[config.mk]
export PLATFORM = sky130hd
export DESIGN_NAME = cr16_control_fsm
export DESIGN_NICKNAME = d
export VERILOG_FILES = /design/src/rtl/cr16_pkg.sv /design/src/rtl/cr16_cond_eval.sv /design/src/rtl/cr16_control_fsm.sv
export SDC_FILE = /design/constraint.sdc
export NUM_CORES = 1
export LEC_CHECK = 0
export CORE_MARGIN = 2
export CORE_UTILIZATION = 31
export CTS_CLUSTER_SIZE = 12
export DETAILED_ROUTE_END_ITERATION = 12
export MAX_ROUTING_LAYER = met4
export PLACE_DENSITY_LB_ADDON = 0.15
export SLEW_MARGIN = 30
export SYNTH_ARGS = -nofsm -noshare
export SYNTH_HDL_FRONTEND = slang
export SYNTH_SLANG_ARGS = --single-unit
[constraint.sdc]
create_clock -name clk -period 1.6 [get_ports clk]
set_input_delay 0.24 -clock clk [delete_from_list [all_inputs] [get_ports clk]]
set_output_delay 0.24 -clock clk [all_outputs]
set_load 0.005 [all_outputs]
[src/rtl/cr16_pkg.sv]
// Shared definitions for the CR16-subset control unit: state encoding,
// opcode/opext codes, condition codes, PSR bit positions, result-mux codes.
package cr16_pkg;

    typedef enum logic [3:0] {
        S_FETCH  = 4'd0,
        S_LATCH  = 4'd1,
        S_DECODE = 4'd2,
        S_EXEC   = 4'd3,
        S_MEMRD  = 4'd4,
        S_MEMWB  = 4'd5,
        S_MEMWR  = 4'd6,
        S_WB     = 4'd7,
        S_BRANCH = 4'd8
    } state_t;

    // Major opcodes (instr[15:12]); immediate ALU forms reuse the opext code
    localparam logic [3:0] OP_REG   = 4'b0000;
    localparam logic [3:0] OP_ANDI  = 4'b0001;
    localparam logic [3:0] OP_ORI   = 4'b0010;
    localparam logic [3:0] OP_XORI  = 4'b0011;
    localparam logic [3:0] OP_MEM   = 4'b0100;
    localparam logic [3:0] OP_SHIFT = 4'b1000;
    localparam logic [3:0] OP_BCOND = 4'b1100;
    localparam logic [3:0] OP_LUI   = 4'b1111;

    // ALU codes (opext for register form, op for immediate form)
    localparam logic [3:0] EXT_AND  = 4'b0001;
    localparam logic [3:0] EXT_OR   = 4'b0010;
    localparam logic [3:0] EXT_XOR  = 4'b0011;
    localparam logic [3:0] EXT_ADD  = 4'b0101;
    localparam logic [3:0] EXT_ADDU = 4'b0110;
    localparam logic [3:0] EXT_ADDC = 4'b0111;
    localparam logic [3:0] EXT_SUB  = 4'b1001;
    localparam logic [3:0] EXT_SUBC = 4'b1010;
    localparam logic [3:0] EXT_CMP  = 4'b1011;
    localparam logic [3:0] EXT_MOV  = 4'b1101;

    // opext codes under OP_MEM and OP_SHIFT
    localparam logic [3:0] EXT_LOAD  = 4'b0000;
    localparam logic [3:0] EXT_STOR  = 4'b0100;
    localparam logic [3:0] EXT_JAL   = 4'b1000;
    localparam logic [3:0] EXT_JCOND = 4'b1100;
    localparam logic [3:0] EXT_LSH   = 4'b0100;

    // Condition codes (instr[11:8] of Bcond/Jcond)
    localparam logic [3:0] COND_EQ = 4'b0000;
    localparam logic [3:0] COND_NE = 4'b0001;
    localparam logic [3:0] COND_CS = 4'b0010;
    localparam logic [3:0] COND_CC = 4'b0011;
    localparam logic [3:0] COND_GT = 4'b0110;
    localparam logic [3:0] COND_LE = 4'b0111;
    localparam logic [3:0] COND_FS = 4'b1000;
    localparam logic [3:0] COND_FC = 4'b1001;
    localparam logic [3:0] COND_LO = 4'b1010;
    localparam logic [3:0] COND_HS = 4'b1011;
    localparam logic [3:0] COND_UC = 4'b1110;

    // PSR bit positions
    localparam int PSR_C = 0;
    localparam int PSR_L = 2;
    localparam int PSR_F = 5;
    localparam int PSR_Z = 6;
    localparam int PSR_N = 7;

    // chooseResult encodings
    localparam logic [1:0] RES_SHIFT = 2'd0;
    localparam logic [1:0] RES_ALU   = 2'd1;
    localparam logic [1:0] RES_PC    = 2'd2;
    localparam logic [1:0] RES_LINK  = 2'd3;

    // True for every defined ALU operation code
    function automatic logic is_alu_code(input logic [3:0] c);
        return c inside {EXT_AND, EXT_OR, EXT_XOR, EXT_ADD, EXT_ADDU, EXT_ADDC,
                         EXT_SUB, EXT_SUBC, EXT_CMP, EXT_MOV};
    endfunction

    // Only the arithmetic compare-capable ops update the status flags
    function automatic logic sets_flags(input logic [3:0] c);
        return c inside {EXT_ADD, EXT_SUB, EXT_CMP};
    endfunction

endpackage

[src/rtl/cr16_cond_eval.sv]
// Branch/jump condition evaluator. With CTRL_CONDBR_EN defined the full
// condition table is evaluated against the PSR; otherwise only the
// unconditional code is taken and the PSR is ignored.
module cr16_cond_eval
    import cr16_pkg::*;
(
    input  logic [3:0] cond,
    input  logic [7:0] psr,
    output logic       taken
);

`ifdef CTRL_CONDBR_EN
    // PSR bits that no condition looks at
    logic unused_psr_bits;
    assign unused_psr_bits = ^{psr[4:3], psr[1]};

    // Full condition table; unlisted codes are never taken
    always_comb begin
        taken = 1'b0;
        case (cond)
            COND_EQ: taken = psr[PSR_Z];
            COND_NE: taken = !psr[PSR_Z];
            COND_CS: taken = psr[PSR_C];
            COND_CC: taken = !psr[PSR_C];
            COND_GT: taken = psr[PSR_N];
            COND_LE: taken = !psr[PSR_N];
            COND_FS: taken = psr[PSR_F];
            COND_FC: taken = !psr[PSR_F];
            COND_LO: taken = !psr[PSR_L] && !psr[PSR_Z];
            COND_HS: taken = psr[PSR_L] || psr[PSR_Z];
            COND_UC: taken = 1'b1;
            default: taken = 1'b0;
        endcase
    end
`else
    logic unused_psr;
    assign unused_psr = ^psr;

    // Reduced build: only the unconditional code is taken
    always_comb begin
        taken = (cond == COND_UC);
    end
`endif

endmodule

[src/rtl/cr16_control_fsm.sv]
// Multicycle control unit for the CR16-subset datapath. Sequences fetch,
// decode, execute, memory and write-back, and drives every datapath enable.
// Conditional branch evaluation is enabled by defining CTRL_CONDBR_EN.
module cr16_control_fsm
    import cr16_pkg::*;
#(
    parameter int WIDTH   = 16,
    parameter int REGBITS = 4
) (
    input  logic               clk,
    input  logic               reset,
    input  logic [WIDTH-1:0]   instrOut,
    input  logic [7:0]         PSROut,
    output logic               PCEN,
    output logic               PSREN,
    output logic               nextInstruction,
    output logic               updateAddress,
    output logic               StoreReg,
    output logic               WriteData,
    output logic               regWrite,
    output logic               ZeroExtend,
    output logic               PCinstruction,
    output logic               regDest,
    output logic               SrcB,
    output logic               resultEn,
    output logic               immediateRegEN,
    output logic               jumpEN,
    output logic               BranchEN,
    output logic               jalEN,
    output logic [REGBITS-1:0] shiftAmt,
    output logic [REGBITS-1:0] shifterControl,
    output logic [REGBITS-1:0] ALUcond,
    output logic [1:0]         chooseResult,
    output logic               memWrite,
    output logic [3:0]         state
);

    state_t state_q, state_d;

    // Instruction fields
    logic [3:0] op, rdest, opext, rsrc, alu_code;
    assign op    = instrOut[WIDTH-1 -: 4];
    assign rdest = instrOut[WIDTH-5 -: 4];
    assign opext = instrOut[7:4];
    assign rsrc  = instrOut[3:0];

    // Instruction class decode
    logic is_alu_reg, is_alu_imm, is_shift_reg, is_shift_imm;
    logic is_alu, is_shift, is_reg_form, is_cmp;
    logic is_load, is_stor, is_jal, is_jcond, is_bcond, is_branch;
    logic cond_taken, taken;

    assign is_alu_reg   = (op == OP_REG) && is_alu_code(opext);
    assign is_alu_imm   = is_alu_code(op) || (op == OP_LUI);
    assign is_shift_reg = (op == OP_SHIFT) && (opext == EXT_LSH);
    assign is_shift_imm = (op == OP_SHIFT) && (opext[3:1] == 3'b000);
    assign is_alu       = is_alu_reg || is_alu_imm;
    assign is_shift     = is_shift_reg || is_shift_imm;
    assign is_reg_form  = is_alu_reg || is_shift_reg;
    assign alu_code     = (op == OP_REG) ? opext : op;
    assign is_cmp       = is_alu && (alu_code == EXT_CMP);
    assign is_load      = (op == OP_MEM) && (opext == EXT_LOAD);
    assign is_stor      = (op == OP_MEM) && (opext == EXT_STOR);
    assign is_jal       = (op == OP_MEM) && (opext == EXT_JAL);
    assign is_jcond     = (op == OP_MEM) && (opext == EXT_JCOND);
    assign is_bcond     = (op == OP_BCOND);
    assign is_branch    = is_jal || is_jcond || is_bcond;

    cr16_cond_eval u_cond (
        .cond  (rdest),
        .psr   (PSROut),
        .taken (cond_taken)
    );

    // JAL is unconditional; Bcond/Jcond use the evaluated condition
    assign taken = is_jal || cond_taken;
    assign state = state_q;

    // State register with synchronous reset to FETCH
    always_ff @(posedge clk) begin
        if (reset) begin
            state_q <= S_FETCH;
        end else begin
            state_q <= state_d;
        end
    end

    // Next-state and control decode; every output defaults to 0
    always_comb begin
        state_d         = S_FETCH;
        PCEN            = 1'b0;
        PSREN           = 1'b0;
        nextInstruction = 1'b0;
        updateAddress   = 1'b0;
        StoreReg        = 1'b0;
        WriteData       = 1'b0;
        regWrite        = 1'b0;
        ZeroExtend      = 1'b0;
        PCinstruction   = 1'b0;
        regDest         = 1'b0;
        SrcB            = 1'b0;
        resultEn        = 1'b0;
        immediateRegEN  = 1'b0;
        jumpEN          = 1'b0;
        BranchEN        = 1'b0;
        jalEN           = 1'b0;
        shiftAmt        = '0;
        shifterControl  = '0;
        ALUcond         = '0;
        chooseResult    = RES_SHIFT;
        memWrite        = 1'b0;
        case (state_q)
            S_FETCH: begin
                updateAddress = 1'b1;
                state_d       = S_LATCH;
            end
            S_LATCH: begin
                updateAddress   = 1'b1;
                nextInstruction = 1'b1;
                state_d         = S_DECODE;
            end
            S_DECODE: begin
                // pc+1 through the PC unit, and capture the immediate
                PCinstruction  = 1'b1;
                PCEN           = 1'b1;
                immediateRegEN = 1'b1;
                ZeroExtend     = op inside {OP_ANDI, OP_ORI, OP_XORI};
                if (is_alu || is_shift) state_d = S_EXEC;
                else if (is_load)       state_d = S_MEMRD;
                else if (is_stor)       state_d = S_MEMWR;
                else if (is_branch)     state_d = S_BRANCH;
                else                    state_d = S_FETCH;
            end
            S_EXEC: begin
                resultEn = 1'b1;
                SrcB     = is_reg_form;
                if (is_shift) begin
                    chooseResult   = RES_SHIFT;
                    shiftAmt       = rsrc;
                    shifterControl = opext;
                end else begin
                    chooseResult = RES_ALU;
                    ALUcond      = alu_code;
                    PSREN        = sets_flags(alu_code);
                end
                state_d = is_cmp ? S_FETCH : S_WB;
            end
            S_WB: begin
                WriteData = 1'b1;
                regWrite  = 1'b1;
                state_d   = S_FETCH;
            end
            S_MEMRD: begin
                state_d = S_MEMWB;
            end
            S_MEMWB: begin
                regWrite = 1'b1;
                state_d  = S_FETCH;
            end
            S_MEMWR: begin
                StoreReg = 1'b1;
                memWrite = 1'b1;
                state_d  = S_FETCH;
            end
            S_BRANCH: begin
                if (taken) begin
                    PCinstruction = 1'b1;
                    PCEN          = 1'b1;
                    if (is_jal) begin
                        jalEN        = 1'b1;
                        chooseResult = RES_LINK;
                        regDest      = 1'b1;
                        regWrite     = 1'b1;
                    end else if (is_jcond) begin
                        jumpEN = 1'b1;
                    end else begin
                        BranchEN = 1'b1;
                    end
                end
                state_d = S_FETCH;
            end
            default: state_d = S_FETCH;
        endcase
    end

endmodule

* Word level (Yosys, flattened, before mapping)
Cells that the tools add are included.
** Storage, ports and cells
- Register bits :: 4
- Latch bits :: 0
- RAM bits :: 0
- ROM bits :: 0
- Input port bits :: 26
- Output and inout bits :: 35
- Word-level logic and storage cells :: 107
- Memories kept :: 0
** Cells by class
- Add/subtract/negate cells :: 0
- Multipliers :: 0
- Div/mod/pow operators :: 0
- $lt $le $gt $ge :: 0
- Equal/unequal tests :: 39
- Shift-type cells :: 0
- Mux-type cells :: 41
- Bitwise logic cells :: 0
- Reductions and logical operators :: 26
** Operators by type and width (number)
- 4-bit == test (second input constant) :: 17
- 4-bit by 3-bit == test with 1-bit output (second input constant) :: 13
- 4-bit 2-to-1 mux :: 11
- 4-bit by 2-bit == test with 1-bit output (second input constant) :: 6
- 1-bit 2-to-1 mux :: 23
- 4-bit case mux with 5 select lines :: 1
- 10-bit nonzero test :: 2
- 4-bit by 1-bit == test with 1-bit output (second input constant) :: 3
- 4-bit zero test :: 3
- 1-bit logical AND :: 8
- 1-bit logical OR :: 8
- 3-bit nonzero test :: 2
- 2-bit 2-to-1 mux :: 2
- 1-bit case mux with 2 select lines :: 2
- 2-bit case mux with 2 select lines :: 1
- 2-bit OR reduction :: 2
- 3-bit zero test :: 1
- 3-bit 2-to-1 mux :: 1

* Longest topological paths before layout
Gate-level depths: netlist of the first run.
- Depth in word-level cells :: 9
- Gate-level depth with buffers :: 6
- Depth with buffers taken out :: 5

* Cells and area by module
A second synthesis of the first run with hierarchy kept.
** Unflattened totals
- Cell total of the unflattened synthesis :: 96
- Area total of the unflattened synthesis :: 650.6 sq um
** By module, submodules not included
- cr16_control_fsm :: times used 1, cells each 95, area an instance 640.6 sq um, seq. area each 80.1 sq um
- cr16_cond_eval :: times used 1, cells each 1, area an instance 10.0 sq um, seq. area each 0.0 sq um

* Least setup slack after synthesis of the first run
OpenSTA, ideal clock, no wires.
- Kind :: register -> output
- Start point :: register state_q[1] (netlist: state[1])
- End point :: output PSREN
- Data arrival time :: 1.243 ns
- Required time :: 1.360 ns
- Slack :: 0.117 ns
- Cell stages (with the launch flop) :: 6
- Path buffers :: 0
- Cells stage by stage :: dfxtp_1 > nand2_1 > or3_4 > inv_2 > nand2_2 > a211oi_2
** Between the ends
- Longest elaborated chain between the ends :: 2
** RTL lines
- from (decl) :: RTL line cr16_control_fsm.sv:38 : state_t state_q, state_d;
- from (signal assigned) :: RTL line cr16_control_fsm.sv:84 : state_q <= state_d;
- 4-bit by 2-bit == test with 1-bit output :: RTL line cr16_control_fsm.sv:112 : case (state_q)
- 1-bit 2-to-1 mux :: RTL line cr16_control_fsm.sv:112
- to (decl) :: RTL line cr16_control_fsm.sv:15 : output logic PSREN,
No other way between the ends.

* Worst setup path in the final report of the first run
- Start point :: register state_q[1] (netlist: state[1])
- End point :: output immediateRegEN
** Between the ends
- Longest elaborated chain between the ends :: 2
** RTL lines
- 4-bit by 2-bit == test with 1-bit output :: RTL line cr16_control_fsm.sv:112
- 1-bit 2-to-1 mux :: RTL line cr16_control_fsm.sv:112
- to (decl) :: RTL line cr16_control_fsm.sv:26 : output logic immediateRegEN,
No other way between the ends.

==> results by group, run 1 <==
Outcome
  • Status: finished with violations
  • Failing checks: negative setup slack

Floorplan
  • Num ports: 61
  • Starting Density: between 30% and 40%
  • Row cnt: 17
  • Die ar.: ~0.0027 sq mm
  • Core area: 0.00217 sq mm
  • Die Y: a little over 50 microns
  • Die width: 51.7 microns

Power and ir drop
  • Clock share of power: 9.7%
  • Internal Power: between 0.8 and 0.9 mW
  • Combinational fraction of design power: 75.1%
  • Pwr dens: 780 mW/mm^2
  • Peak VDD IR: 0.610 mV
  • Sequential share of power: 15.3%
  • Switch share: 36.7%
  • LEAKAGE: 0.766 nW
  • Switching pwr: 0.463 mW

Detailed routing
  • Routed Antenna Nets: 0
  • DRT Wirelength: between 2 and 3 mm
  • DRC: 0
  • Vias: ~1100
  • Drt initial violations: 12
  • Drt first pass iters: 4
  • Via density: 5.05
  • WL per Instance: about 14 microns

STA
  • Setup-failing EPs final: 23
  • Clock Skew: 1.89 ps
  • Max-slew violations: 0
  • Setup WS post-layout: -140 ps
  • Worst Hold Margin: 485 ps
  • Final Critical Period: between 1500 and 2000 ps
  • Fin Setup TNS: -1910 ps
  • Final Hold Viols: 0
  • Final worst path period share: 109%
  • Max Fclk: 0.575 GHz
  • RSZ-0062 raised after global routing: yes

Yosys
  • Post-synth EDFFs: 0
  • Ys flop type: dfxtp_1
  • Post-synthesis instance total: 104
  • Asr flop ratio synth: 0%
  • Number of synthesized register bits: 4
  • Synth Area per Inst: 6.77 sq um
  • Synth cell types: 43
  • Synthesized area: 704 sq um
  • Synth Warn #: 0
  • Post-synthesis sequential area ratio: 11.4%

CTS
  • Clock-pin slew on the worst setup and hold paths: 40 ps
  • Clock sinks: 4
  • CTS tree: yes
  • CTS max path bufs: 2
  • Num CTS Buffers: 3
  • CTS root buffer: clkbuf_4
  • Skew-Pair Late Insertion Delay: about 230 ps
  • Clock H-tree levels: 1

Final layout
  • Fill count: 171
  • Area Growth Syn to Fin: 130%
  • Ant. Diodes: 0
  • Max reg flops: 4
  • Cell area after layout: 0.00162 sq mm
  • Multi-input logic area: 657 sq um
  • FF+latch area: 90.1 sq um
  • Finished Layout Cells: 221
  • Fin nets: 221
  • Share of layout cells above drive strength 1: 62.7%
  • Final Core Density: 74.7%

Placed design
  • Port bufs: 50
  • Post-placement cell count: about 210
  • Placed cell area: 0.00142 sq mm
  • Gpl congestion: 0.855
  • Dpl hpwl: 2.27 mm

Global route
  • Total global routing overflow: 0
  • First-pass GRT wire length: roughly 4.7 mm
  • Initial antenna violation count: 0
  • Largest net degree at the start of global routing: 9
  • Vias in the first global route: 1075
  • GRT Total Usage: 24.1%

Worst setup path
  • Worst Setup End Kind: output pin
  • CP startpoint kind: register
  • Worst path arrival time: 1500 ps
  • Critical Path RT: between 1000 and 1500 ps
  • Max Fanout on Critical Path: 4
  • CP Class: register to output pin

Hold path
  • HP Class: primary input to register

Run
  • Max cap viols: 0
## synth_stat cells, types with 3 or more instances
cell,number,area (sq um)
buf_2,6,30.0
dfxtp_1,4,80.1
nor2_1,12,45.0
inv_1,6,22.5
nor3_1,4,20.0
a21oi_1,6,30.0
buf_4,6,45.0
and2_1,8,50.1
nand2b_1,3,18.8
nand2_1,4,15.0
nand3_1,3,15.0
a31oi_1,3,18.8
## layout make-up
class / count / area share (%)
clock buffer: 3 / 1.39
inverter: 8 / 2.01
multi-input combinational: 81 / 40.5
sequential: 4 / 5.56
tap: 28 / 2.16
timing repair buffer: 97 / 48.3
## cell families (layout without fill, tap and decap cells)
kind of cell | after synthesis | in the layout | synth area share (%)
flip-flops | 4 | 4 | 11.4
AO/OA/AOI/OAI | 22 | 22 | 22.0
AND/OR/NAND/NOR | 57 | 57 | 51.2
other | 1 | 2 | 0.532
buffers and inverters | 20 | 108 | 14.9
## cells in the final DEF (no fill, tap or decap), types with 2 or more instances in the layout
master,n
inv_1,6
nor2_2,5
nor2_4,3
and2_1,5
dfxtp_2,2
clkbuf_4,3
nand2b_4,3
and3_1,2
buf_6,14
nor4b_4,2
a31oi_1,3
nor3_2,2
or3_4,3
nand3_1,3
nor3_1,2
nand2_1,3
nand2_2,2
dfxtp_4,2
a21oi_1,6
clkdlybuf4s50_1,13
conb_1,2
buf_2,16
nor2_1,5
o21ai_2,2
buf_4,40
clkbuf_2,5
a211oi_2,2
clkdlybuf4s15_2,4
and2_4,3
dlygate4sd2_1,4
## critical path, cell delays in order, from the launching register on
cell and delay (ps):
dfxtp_4 360, buf_4 130, nand2b_4 60, or3_4 360, buf_6 130, inv_1 40
clkdlybuf4s15_2 190
## power groups by stage
stage	logic, mW	registers [mW]	clock network, mW
6_report	0.948	0.193	0.122
2_1_floorplan	0.264	0.176	0
3_3_place_gp	0.739	0.169	0
4_1_cts	0.869	0.187	0.128
3_5_place_dp	0.743	0.170	0
5_1_grt	1.02	0.197	0.132
## what timing repair did
action	4_1_cts	5_1_grt
setup buffers	12	1
pin swaps	17	9
hold buffers	0	0
gates resized for setup	151	25
endpoints found under the setup margin	32	30
gates cloned	0	0
## through the flow
stage | worst slack [ps] | power [mW]
floorplan | 117 | 0.440
global placement | -734 | 0.908
detailed placement | -764 | 0.913
CTS | -169 | 1.18
global route | -186 | 1.35
finish | -140 | 1.26
## final timing paths
kind / to / from / cells past startpoint / slack (ps)
setup / recovery: immediateRegEN / state[1] / 6 / -140
hold / removal: state[3] / instrOut[15] / 4 / 490
setup reg to reg: state[2] / state[2] / 5 / 100
hold reg to reg: state[0] / state[0] / 2 / 630
## layer usage
metal	GRT usage (%)	part of all wire, %
met1	24.1	38
met2	48.5	58
met3	1.72	3.1
met4	7.89	1.0
met5	-	0
Note: power is estimated with default switching activity, not from simulation.
==> run 2: changes to the inputs <==
==> constraint.sdc (replaced) <==
create_clock -name clk -period 1.6 [get_ports clk]
set_input_delay 0.32 -clock clk [delete_from_list [all_inputs] [get_ports clk]]
set_output_delay 0.32 -clock clk [all_outputs]
set_load 0.005 [all_outputs]
==> run 2 against run 1 <==
Compared with the run above: the run still ends with negative setup slack left; via count increased by 6.0%; first-iteration DRC count increased by 75%; non-clock buffer count increased by 9; sequential power about the same; maximum frequency decreased by 14%; register-to-register slack got worse by 20 ps; clock power increased by 9%; total power increased by 12%; critical path depth unchanged; sequential share of layout area decreased by 0.38 points; combinational power increased by 15%; cell count increased by 4.1%; critical path type unchanged; highest routed layer unchanged.
==> results by group, run 2 (synthesized netlist as in run 1, its figures left out) <==
Worst setup path
  • Worst path arrival time: 1700 ps (was 1500 ps)
  • Critical Path RT: 1280 ps (was 1360 ps)
  • Reg2Reg Setup Slack: 80 ps (was 100 ps)
  • Reg2reg start: state[0] (was state[2])
  • R2R cell count: 5 (unchanged)
  • CP Class: register to output pin (unchanged)
  • R2R Path End: state[0] (was state[2])
  • Max Fanout on Critical Path: 4 (unchanged)
  • Worst Setup End Kind: output pin (unchanged)
  • CP startpoint kind: register (unchanged)

Final layout
  • Fill count: 149 (was 171)
  • Max reg flops: 4 (unchanged)
  • Final Core Density: 80.2% (was 74.7%)
  • Ant. Diodes: 0 (unchanged)
  • Fin nets: 230 (was 221)
  • Most common cell after layout, fill and taps aside: buf_4 (unchanged)
  • FF+latch area: 90.1 sq um (unchanged)
  • Area Growth Syn to Fin: 147% (was 130%)
  • Finished Layout Cells: 230 (was 221)
  • Highest-count cells in the layout ignoring fill and taps: buf_4, buf_6, buf_2 (was buf_4, buf_2, buf_6)
  • Multi-input logic area: 682 sq um (was 657 sq um)
  • Share of layout cells above drive strength 1: 70.3% (was 62.7%)

Floorplan
  • Num ports: 61 (unchanged)
  • Row cnt: 17 (unchanged)
  • Die ar.: 0.00267 sq mm (unchanged)
  • Starting Density: 32.5% (unchanged)
  • Core area: 0.00217 sq mm (unchanged)
  • Die Y: 51.7 microns (unchanged)
  • Die width: 51.7 microns (unchanged)

STA
  • Max Fclk: 0.495 GHz (was 0.575 GHz)
  • Final Hold Viols: 0 (unchanged)
  • Setup WS post-layout: -419 ps (was -140 ps)
  • Setup-failing EPs final: 24 (was 23)
  • RSZ-0062 raised after global routing: yes (unchanged)
  • Final Critical Period: 2020 ps (was 1740 ps)
  • Final worst path period share: 126% (was 109%)
  • Clock Skew: 1.91 ps (was 1.89 ps)
  • Max-slew violations: 0 (unchanged)

Detailed routing
  • Drt initial violations: 21 (was 12)
  • Vias: 1183 (was 1116)
  • Routed Antenna Nets: 0 (unchanged)
  • DRC: 0 (unchanged)
  • DRT Wirelength: 3.49 mm (was 3.00 mm)
  • Drt first pass iters: 4 (unchanged)
  • WL per Instance: 15.2 microns (was 13.6 microns)
  • Via density: 5.14 (was 5.05)

Global route
  • Vias in the first global route: 1131 (was 1075)
  • First-pass GRT wire length: 4.94 mm (was 4.73 mm)
  • Largest net degree at the start of global routing: 9 (unchanged)
  • Initial antenna violation count: 0 (unchanged)
  • GRT Total Usage: 25.5% (was 24.1%)
  • Total global routing overflow: 0 (unchanged)

Placed design
  • Post-placement cell count: 206 (was 205)
  • Port bufs: 50 (unchanged)
  • Gpl congestion: 0.855 (about the same)
  • Dpl hpwl: 2.18 mm (was 2.27 mm)
  • Worst slack, placed: -918 ps (was -764 ps)

Power and ir drop
  • Pwr dens: 815 mW/mm^2 (was 780 mW/mm^2)
  • LEAKAGE: 0.825 nW (was 0.766 nW)
  • Peak VDD IR: 0.662 mV (was 0.610 mV)
  • Tot Pwr: 1.42 mW (was 1.26 mW)

CTS
  • Clock H-tree levels: 1 (unchanged)
  • Clock-pin slew on the worst setup and hold paths: 40 ps (about the same)
  • CTS max path bufs: 2 (unchanged)
  • Clock sinks: 4 (unchanged)
  • Skew-Pair Late Insertion Delay: 250 ps (was 230 ps)
  • Num CTS Buffers: 3 (unchanged)
  • Post-CTS Hold Fix Bufs: 0 (unchanged)
  • CTS root buffer: clkbuf_4 (unchanged)
  • CTS tree: yes (unchanged)

Run
  • Max cap viols: 0 (unchanged)

Hold path
  • Hold Crit Endpoint: state[2] (was state[3])
  • Worst Hold Depth: 3 (was 4)
  • HP Class: primary input to register (unchanged)
  • Hold Crit Start: instrOut[7] (was instrOut[15])

Outcome
  • Failing checks: negative setup slack (unchanged)
  • Status: finished with violations (unchanged)
run 2: cell type report:
type | instances | area share, %
repair buffers | 106 | 50.4
flip-flops and latches | 4 | 5.18
well taps | 28 | 2.01
multi-input cells | 81 | 39.2
clock buffers | 3 | 1.29
inverters | 8 | 1.87
run 2: what timing repair did:
item,4_1_cts,5_1_grt
setup buffers,20,4
pin swaps,25,11
resized for setup,207,16
endpoints found under the setup margin,36,28
run 2: power by group:
group | total, mW | internal (mW) | switching, mW
logic | 1.09 | 0.668 | 0.426
clock network | 0.133 | 0.0843 | 0.0486
registers | 0.190 | 0.145 | 0.0449
total | 1.42 | 0.897 | 0.519
run 2: how the worst max path moves through the flow:
stage / startpoint / endpoint / slack (ps) / depth (start not counted)
2_1_floorplan: state[1] / PSREN / 40 / 5
3_3_place_gp: instrOut[7] / jumpEN / -890 / 6
3_5_place_dp: instrOut[15] / shiftAmt[1] / -920 / 6
4_1_cts: state[0] / shiftAmt[1] / -310 / 7
5_1_grt: state[1] / shifterControl[2] / -430 / 6
6_report: state[1] / shifterControl[2] / -420 / 6
run 2: critical path, stage by stage, from the launching register on:
cell and delay [ps]:
dfxtp_4 360, nand2_2 60, or3_4 380, buf_4 160, buf_6 110, nor3_2 210
buf_2 170
run 2: metrics by stage:
stage          hold slack [ps]  setup TNS, ps  area (sq um)
4_1_cts                    532          -4780          1680
3_3_place_gp               679         -19850          1430
5_1_grt                    573          -6200          1740
6_report                   540          -5030          1740
3_5_place_dp               689         -20680          1430
2_1_floorplan              570              0           708
run 2: layer usage:
layer,vias up,track usage (%),wire (microns),part of all wire (%)
met1,577,25.8,1310,38
met3,5,2.59,115,3.3
met5,-,-,0,0
met4,0,11.0,58,1.7
li1,564,-,-,-
met2,37,49.1,2000,57
